File: src/rtl/vc_output_scheduler_pkg.sv
// Shared types for the VC output scheduler: credit-count width, bank flag struct, lock state.
package vc_output_scheduler_pkg;

  function automatic int clog2(input int v);
    int r;
    r = 0;
    while ((1 << r) < v) r++;
    return r;
  endfunction

  localparam int N_VC_DEF    = 4;
  localparam int CREDITS_DEF = 3;
  localparam int CNT_W       = clog2(CREDITS_DEF + 1);

  // Deeper downstream buffers need CREDITS_DEF raised so the counter is wide enough.
  typedef logic [CNT_W-1:0] cnt_t;

  typedef struct packed {
    logic full;
    logic empty;
  } fifo_flags_t;

  typedef enum logic {
    LK_OPEN,
    LK_HELD
  } lock_state_t;

endpackage

File: src/rtl/vc_output_scheduler_if.sv
// Bank/link-facing signal bundle of the VC output scheduler.
interface vc_output_scheduler_if
  import vc_output_scheduler_pkg::*;
#(
  parameter int n = N_VC_DEF
);
  localparam int VW = (clog2(n) < 1) ? 1 : clog2(n);

  logic [n-1:0]  vc_empty;
  logic          head_tail;
  logic          out_ready;
  logic          credit_valid;
  logic [VW-1:0] credit_vc;
  logic [n-1:0]  select;
  logic [n-1:0]  pop;
  logic          flit_valid;
  logic [VW-1:0] out_vc;

  modport master (
    input  vc_empty, head_tail, out_ready, credit_valid, credit_vc,
    output select, pop, flit_valid, out_vc
  );

  modport slave (
    output vc_empty, head_tail, out_ready, credit_valid, credit_vc,
    input  select, pop, flit_valid, out_vc
  );
endinterface

File: src/rtl/vc_output_scheduler_rr_arbiter.sv
// Combinational round-robin pick: first requester at or after the one-hot pointer.
module vc_rr_arbiter #(
  parameter int n = 4
) (
  input  logic [n-1:0] req,
  input  logic [n-1:0] ptr,
  output logic [n-1:0] grant
);

  int idx;

  // Walk offsets from far to near so the closest requester is the last write.
  always_comb begin
    grant = '0;
    idx   = 0;
    for (int s = 0; s < n; s++) begin
      if (ptr[s]) begin
        for (int k = n - 1; k >= 0; k--) begin
          idx = (s + k) % n;
          if (req[idx]) begin
            grant      = '0;
            grant[idx] = 1'b1;
          end
        end
      end
    end
  end

endmodule

File: src/rtl/vc_output_scheduler.sv
// Per-link VC scheduler: credit tracking, round-robin pick, wormhole packet lock.
// Packet lock is built only when VC_SCHED_WORMHOLE_LOCK_EN is defined; otherwise flit-level RR.
//
// state   | meaning
// LK_OPEN | no packet in flight; round-robin from ptr over eligible VCs
// LK_HELD | packet body pending on lock_vc; only that VC may be selected
module vc_output_scheduler
  import vc_output_scheduler_pkg::*;
#(
  parameter int n       = N_VC_DEF,
  parameter int credits = CREDITS_DEF
) (
  input logic                  clk,
  input logic                  rst_n,
  vc_output_scheduler_if.master bus
);

  localparam int VW = (clog2(n) < 1) ? 1 : clog2(n);

  cnt_t          cnt     [n];
  cnt_t          cnt_nxt [n];
  logic [n-1:0]  ptr, ptr_nxt;
  logic [n-1:0]  lock_vc, lock_vc_nxt;
  lock_state_t   lk_st, lk_nxt;

  logic [n-1:0]  elig;
  logic [n-1:0]  grant;
  logic [n-1:0]  sel_c;
  logic [n-1:0]  pop_c;
  logic [n-1:0]  cred_hit;
  logic          popped;
  logic [VW-1:0] vc_bin;
  logic          cred_full;
  logic          pop_dry;

  always_comb begin
    elig     = '0;
    cred_hit = '0;
    for (int i = 0; i < n; i++) begin
      elig[i]     = !bus.vc_empty[i] && (cnt[i] != '0);
      cred_hit[i] = bus.credit_valid && (bus.credit_vc == VW'(i));
    end
  end

  vc_rr_arbiter #(.n(n)) u_arb (
    .req   (elig),
    .ptr   (ptr),
    .grant (grant)
  );

  always_comb begin
    sel_c = grant;
    if (lk_st == LK_HELD) sel_c = lock_vc & elig;
  end

  assign pop_c  = bus.out_ready ? sel_c : '0;
  assign popped = |pop_c;

  always_comb begin
    vc_bin = '0;
    for (int i = 0; i < n; i++) begin
      if (sel_c[i]) vc_bin = VW'(i);
    end
  end

  assign bus.select     = rst_n ? sel_c  : '0;
  assign bus.pop        = rst_n ? pop_c  : '0;
  assign bus.flit_valid = rst_n & popped;
  assign bus.out_vc     = rst_n ? vc_bin : '0;

  // A pop and a returned credit on the same VC cancel out.
  always_comb begin
    for (int i = 0; i < n; i++) begin
      cnt_nxt[i] = cnt[i];
      case ({cred_hit[i], pop_c[i]})
        2'b10:   cnt_nxt[i] = cnt[i] + cnt_t'(1);
        2'b01:   cnt_nxt[i] = cnt[i] - cnt_t'(1);
        default: cnt_nxt[i] = cnt[i];
      endcase
    end
  end

  always_comb begin
    lk_nxt      = lk_st;
    lock_vc_nxt = lock_vc;
    ptr_nxt     = ptr;
    if (popped) begin
`ifdef VC_SCHED_WORMHOLE_LOCK_EN
      if (!bus.head_tail) begin
        lk_nxt      = LK_HELD;
        lock_vc_nxt = sel_c;
      end else begin
        lk_nxt      = LK_OPEN;
        lock_vc_nxt = '0;
        ptr_nxt     = {sel_c[n-2:0], sel_c[n-1]};
      end
`else
      ptr_nxt = {sel_c[n-2:0], sel_c[n-1]};
`endif
    end
  end

`ifndef VC_SCHED_WORMHOLE_LOCK_EN
  logic unused_head_tail;
  assign unused_head_tail = bus.head_tail;
`endif

  always_ff @(posedge clk) begin
    if (!rst_n) begin
      for (int i = 0; i < n; i++) cnt[i] <= cnt_t'(credits);
      ptr     <= {{(n-1){1'b0}}, 1'b1};
      lk_st   <= LK_OPEN;
      lock_vc <= '0;
    end else begin
      for (int i = 0; i < n; i++) cnt[i] <= cnt_nxt[i];
      ptr     <= ptr_nxt;
      lk_st   <= lk_nxt;
      lock_vc <= lock_vc_nxt;
    end
  end

  always_comb begin
    cred_full = 1'b0;
    pop_dry   = 1'b0;
    for (int i = 0; i < n; i++) begin
      if (cred_hit[i] && (cnt[i] == cnt_t'(credits))) cred_full = 1'b1;
      if (pop_c[i] && (cnt[i] == '0))                 pop_dry   = 1'b1;
    end
  end

  a_credit_overflow: assert property (@(posedge clk) disable iff (!rst_n) !cred_full)
    else $fatal(1, "credit returned to a VC already at full credit");
  a_pop_no_credit: assert property (@(posedge clk) disable iff (!rst_n) !pop_dry)
    else $fatal(1, "pop issued on a VC with zero credit");
  a_select_onehot: assert property (@(posedge clk) disable iff (!rst_n) $onehot0(sel_c))
    else $fatal(1, "select is not one-hot or zero");
  a_inputs_known: assert property (@(posedge clk) disable iff (!rst_n)
                                   !$isunknown({bus.vc_empty, bus.out_ready, bus.credit_valid}))
    else $fatal(1, "unknown value on scheduler control inputs");

endmodule

File: src/flat_wrapper.sv
// flat-port wrapper written by rule: the top's interface ports become plain ports
module vc_output_scheduler_flat import vc_output_scheduler_pkg::*;
#(
  parameter int n       = N_VC_DEF,
  parameter int credits = CREDITS_DEF
)
  (clk, rst_n, bus_vc_empty, bus_head_tail, bus_out_ready, bus_credit_valid, bus_credit_vc, bus_select, bus_pop, bus_flit_valid, bus_out_vc);
  vc_output_scheduler_if #(.n(n)) bus_i ();
  input logic clk;
  input logic rst_n;
  input wire logic [$bits(bus_i.vc_empty)-1:0] bus_vc_empty;
  input wire logic [$bits(bus_i.head_tail)-1:0] bus_head_tail;
  input wire logic [$bits(bus_i.out_ready)-1:0] bus_out_ready;
  input wire logic [$bits(bus_i.credit_valid)-1:0] bus_credit_valid;
  input wire logic [$bits(bus_i.credit_vc)-1:0] bus_credit_vc;
  output wire logic [$bits(bus_i.select)-1:0] bus_select;
  output wire logic [$bits(bus_i.pop)-1:0] bus_pop;
  output wire logic [$bits(bus_i.flit_valid)-1:0] bus_flit_valid;
  output wire logic [$bits(bus_i.out_vc)-1:0] bus_out_vc;
  assign bus_i.vc_empty = bus_vc_empty;
  assign bus_i.head_tail = bus_head_tail;
  assign bus_i.out_ready = bus_out_ready;
  assign bus_i.credit_valid = bus_credit_valid;
  assign bus_i.credit_vc = bus_credit_vc;
  assign bus_select = bus_i.select;
  assign bus_pop = bus_i.pop;
  assign bus_flit_valid = bus_i.flit_valid;
  assign bus_out_vc = bus_i.out_vc;
  vc_output_scheduler #(.n(n), .credits(credits)) u_core (.clk(clk), .rst_n(rst_n), .bus(bus_i));
endmodule
File: config.mk
export PLATFORM = sky130hd
export DESIGN_NAME = vc_output_scheduler_flat
export DESIGN_NICKNAME = d
export VERILOG_FILES = /design/src/rtl/vc_output_scheduler_pkg.sv /design/src/rtl/vc_output_scheduler_if.sv /design/src/rtl/vc_output_scheduler_rr_arbiter.sv /design/src/rtl/vc_output_scheduler.sv /design/src/flat_wrapper.sv
export SDC_FILE = /design/constraint.sdc
export NUM_CORES = 1
export LEC_CHECK = 0
export BUFFER_PORTS_ARGS = -buffer_cell sky130_fd_sc_hd__buf_2
export CAP_MARGIN = 20
export CORE_MARGIN = 3
export CORE_UTILIZATION = 35
export DETAILED_ROUTE_END_ITERATION = 6
export GPL_TIMING_DRIVEN = 0
export PLACE_DENSITY = 0.59
export SLEW_MARGIN = 25
export SYNTH_ARGS = -nofsm -noshare
export SYNTH_HDL_FRONTEND = slang
export SYNTH_SLANG_ARGS = --single-unit
File: constraint.sdc
create_clock -name clk -period 2.4 [get_ports clk]
set_input_delay 0.12 -clock clk [delete_from_list [all_inputs] [get_ports clk]]
set_output_delay 0.12 -clock clk [all_outputs]
set_load 0.01 [all_outputs]
# Word-level counts from Yosys, hierarchy flattened
# Memory sizes are Yosys's and may differ from the RTL's.
# Cells that the tools add are included.
[op_classes]
add_sub_neg = 8
eq_ne = 11
muxes = 37
bitwise = 5
n_reduce_logical = 18
[op_table]
columns = ["cell", "n"]
rows = [
  ["$mux W4", 23],
  ["$pmux W2 S2", 4],
  ["$mux W2", 7],
  ["$eq A2 B2 Y1 const B", 6],
  ["$eq A2 B1 Y1 const B", 5],
  ["$add A2 B1 Y2 const B", 4],
  ["$logic_and A1 B1 Y1", 8],
  ["$reduce_bool A2 Y1", 4],
  ["$sub A2 B1 Y2 const B", 4],
  ["$logic_not A1 Y1", 4],
  ["$or A1 B1 Y1", 4],
  ["$reduce_or A4 Y1", 1],
  ["$mux W1", 3],
  ["$logic_not A2 Y1", 1],
  ["$and A1 B1 Y1", 1],
]
[totals]
ff_bits = 4
ramBits = 8
inputBits = 11
elab_cells = 81
memories = 1
[mem_list]
columns = ["memory", "words", "width", "rd", "rd_clocked_by_memory_dff", "write_ports", "line", "text"]
rows = [
  ["u_core.cnt", 4, 2, 4, 0, 4, "vc_output_scheduler.sv:20", "cnt_t cnt [n];"],
]

# Depth between registers and ports, before layout
# An unclocked memory read counts as a cell.
[depth]
depth_word = 27
ltp_mapped = 9
ltp_nobuf = 9

# Modules after synthesis
# A second synthesis with hierarchy kept.
[hier_totals]
hier_cells = 104
hier_area_um2 = 860.8
[by_module_without_submodules]
columns = ["module", "instances", "cells_per_inst", "area_per_inst_um2", "seq_area_each_um2"]
rows = [
  ["vc_output_scheduler", 1, 84, 732.0, 240.2],
  ["vc_rr_arbiter", 1, 20, 128.9, 0.0],
]

# Worst setup path before layout
# OpenSTA, ideal clock, no wires.
[synth_timing]
path_kind = "reg-to-reg"
start = "mem u_core.cnt[1][0] in the netlist's numbering"
end = "mem u_core.cnt[2][1] in the netlist's numbering"
setup_ps = 62
arrival_time_ps = 1922
required_time_ps = 2338
setup_slack_ps = 416
stages_incl_launch_ff = 9
path_buffers = 0
cell_sequence = "dfxtp_1 > o21bai_4 > a21oi_2 > or3_4 > a21oi_4 > and2_4 > ha_1 > or3_1 > nand3_1"
[synth_lines]
columns = ["element", "line"]
rows = [
  ["start, declared", "vc_output_scheduler.sv:20"],
]

==> metrics.txt <==
status=complete, no violations; hold path cells=3; Post-synth top flop=dfxtp_1; Avg WL per Cell=13.3 um; total wire length=2.00 mm; CTS Buf Count=3; Port Buf Inserts=19; Pleak=0.458 nW; Placer Congestion=0.696; final core utilization=0.451; final hold vios=0; Final Cycle Share=0.918; critical-path cell list=nor3_1, nand2b_1, o32ai_2, and2_2, ha_1, or3_1, nand3_1; Slew HR=0.680; detailed placer's ending HPWL=1.58 mm; PwrDens=582 nW/um^2; Worst Setup End Kind=flip-flop; Slew Viols, Final=0; Residual DRC=0; vias per cell=5.38; Worst-path clk slew=80 ps; routed via count=807; ANT cells=0; reg2reg setup slack=200 ps; Die Wd=55.6 um; Die Y=55.6 um; Critical Path RT=2620 ps; Final nets=139; Max clock buf depth=2; area grow syn2layout=19.0%; largest net degree at the start of global routing=11; root buf cell=clkbuf_4; grt total ovfl=0; most frequent cell after synthesis=dfxtp_1; Layout Cells excl Fill=150; Post-Place Cells=147; Tot GR Track Use=0.143; die area=3090 um^2; initial DRC count=26; fraction of power spent switching nets=0.354; Crit path arrival time=2420 ps; Yosys reg bits=12; sum of negative setup slack=0 ps; Slowest cell on crit path=nor3_1; DRT Pass-1 Iters=4; fraction of registers with async set or reset after synthesis=0; post-synth top area share=0.279; commonest cells in the netlist=dfxtp_1, nand2_1, o21ai_0; Max Freq=454 MHz; std cell rows=17; Reg power frac=0.428; initial antenna violation count=0; Max Cap Violations=0; number of flops mapped to enable cells by yosys=0; Place WS=222 ps; first-pass GRT wire length=3.60 mm; synthesized area=862 um^2; CTS tree=built; final setup fails=0; Critical Path Sink=u_core.cnt[0][1]$_SDFFE_PN1P_; syn nets=115; clock sink total=12; Initial Util=0.379; Reg2Reg Capture Point=u_core.cnt[0][1]$_SDFFE_PN1P_; Combinational Power Share=0.361; largest area contributor in the netlist=dfxtp_1; Clk Latency, worst-skew pair=280 ps; Power Internal=386 uW; post-synthesis cell count=100; Crit Path Category=reg -> reg; Post-DRT Antenna Nets=0; Worst setup SP type=flip-flop; clock skew=4.43 ps; NetSw=211 uW; vias in the first global route=782; origin of the critical flop-to-flop path=u_core.ptr[3]$_SDFFE_PN0P_; Synth area leaders=dfxtp_1, ha_1, o21ai_0; Overall Power=597 uW; synth unique cells=37; RSZ-0062 raised after global routing=no; CP max stage delay=450 ps; min Tclk post-route=2200 ps; HP Class=in -> reg; r2r worst-path depth=7; Worst Max-Slew Pin Slew=476 ps; Setup WS post-layout=196 ps; maximum VDD drop=377 uV; H-tree depth=1; CP Launch Point=u_core.ptr[3]$_SDFFE_PN0P_; post-CTS setup buffers=0; worst-path maximum fanout=8; Warnings, synthesis=0; hold path startpoint=rst_n; register area share after synthesis=0.279; Avg Inst Size Synth=8.62 um^2; Core Region=2280 um^2; layout cells sized above 1=0.344; clock power share=0.211; IO Pins=22
## sequential cells by signal, indices dropped and copies added (netlist names)
name and count:
u_core.ptr 4, u_core.cnt 8
## cell type report
type                       instances  area (um^2)
clock buffer                       3         22.5
fill                             225         1250
buffer                             2         22.5
sequential                        12          240
timing repair buffer              19         95.1
inverter                           5         18.8
multi-input combinational         81          592
tap                               28         35.0
## layout by cell type (no fill, tap or decap), drive strengths merged, types with 2 or more instances in the layout
master,count
buf,21
dfxtp,12
nand2,10
o21ai,8
and2,6
inv,5
nand3,5
or3,5
nor2,4
xnor2,4
xor2,4
ha,4
o21bai,4
a21oi,4
nor3,3
nand2b,3
clkbuf,3
and3,3
or2,2
nand3b,2
## critical path, delay by kind of cell, from the launching register on
family / cells / cell delay [ps]
adders and majority gates: 1 / 260
DFF: 1 / 380
AOI/OAI and AO/OA: 1 / 250
and+or+nand+nor: 5 / 1250
## routing by layer
metal	wire length (um)	vias up	track usage
met5	0	-	0
met4	0	0	0.0243
met3	107	0	0.0557
met2	1000	15	0.230
met1	892	390	0.182
li1	-	402	-
## cell families (layout without fill, tap and decap cells)
| group | Yosys count | in the layout | share of synthesized area |
|---|---|---|---|
| xor gates and xnor gates | 8 | 8 | 0.0813 |
| adders and majority gates | 4 | 4 | 0.0581 |
| AOI/OAI and AO/OA | 24 | 24 | 0.241 |
| DFF | 12 | 12 | 0.279 |
| buffers and inverters | 7 | 29 | 0.0479 |
| and+or+nand+nor | 45 | 45 | 0.293 |
## through the flow
step	area [um^2]	hold WS, ps
after floorplan	862	220
after CTS	1010	108
after global routing	1030	122
after detailed placement	992	406
after global placement	992	395
final	1030	120
## worst min path at each step
stage                                 endpoint
floorplan           u_core.ptr[1]$_SDFFE_PN0P_
CTS                 u_core.ptr[1]$_SDFFE_PN0P_
detailed placement  u_core.ptr[1]$_SDFFE_PN0P_
finish              u_core.ptr[1]$_SDFFE_PN0P_
global placement    u_core.ptr[1]$_SDFFE_PN0P_
global route        u_core.ptr[1]$_SDFFE_PN0P_
## power groups by stage
stage | Combinational (mW) | Sequential (mW) | Clock (mW)
detailed placement | 0.209 | 0.260 | 0
finish | 0.216 | 0.255 | 0.126
global placement | 0.200 | 0.259 | 0
global route | 0.243 | 0.260 | 0.147
CTS | 0.211 | 0.255 | 0.132
floorplan | 0.158 | 0.254 | 0
## what timing repair did
action / 4_1_cts / 5_1_grt
resized for setup: 0 / 1
hold buffers: 0 / 0
endpoints found under the hold margin: 0 / 0
setup endpoints to repair: 0 / 2
Note: power is estimated with default switching activity, not from simulation.
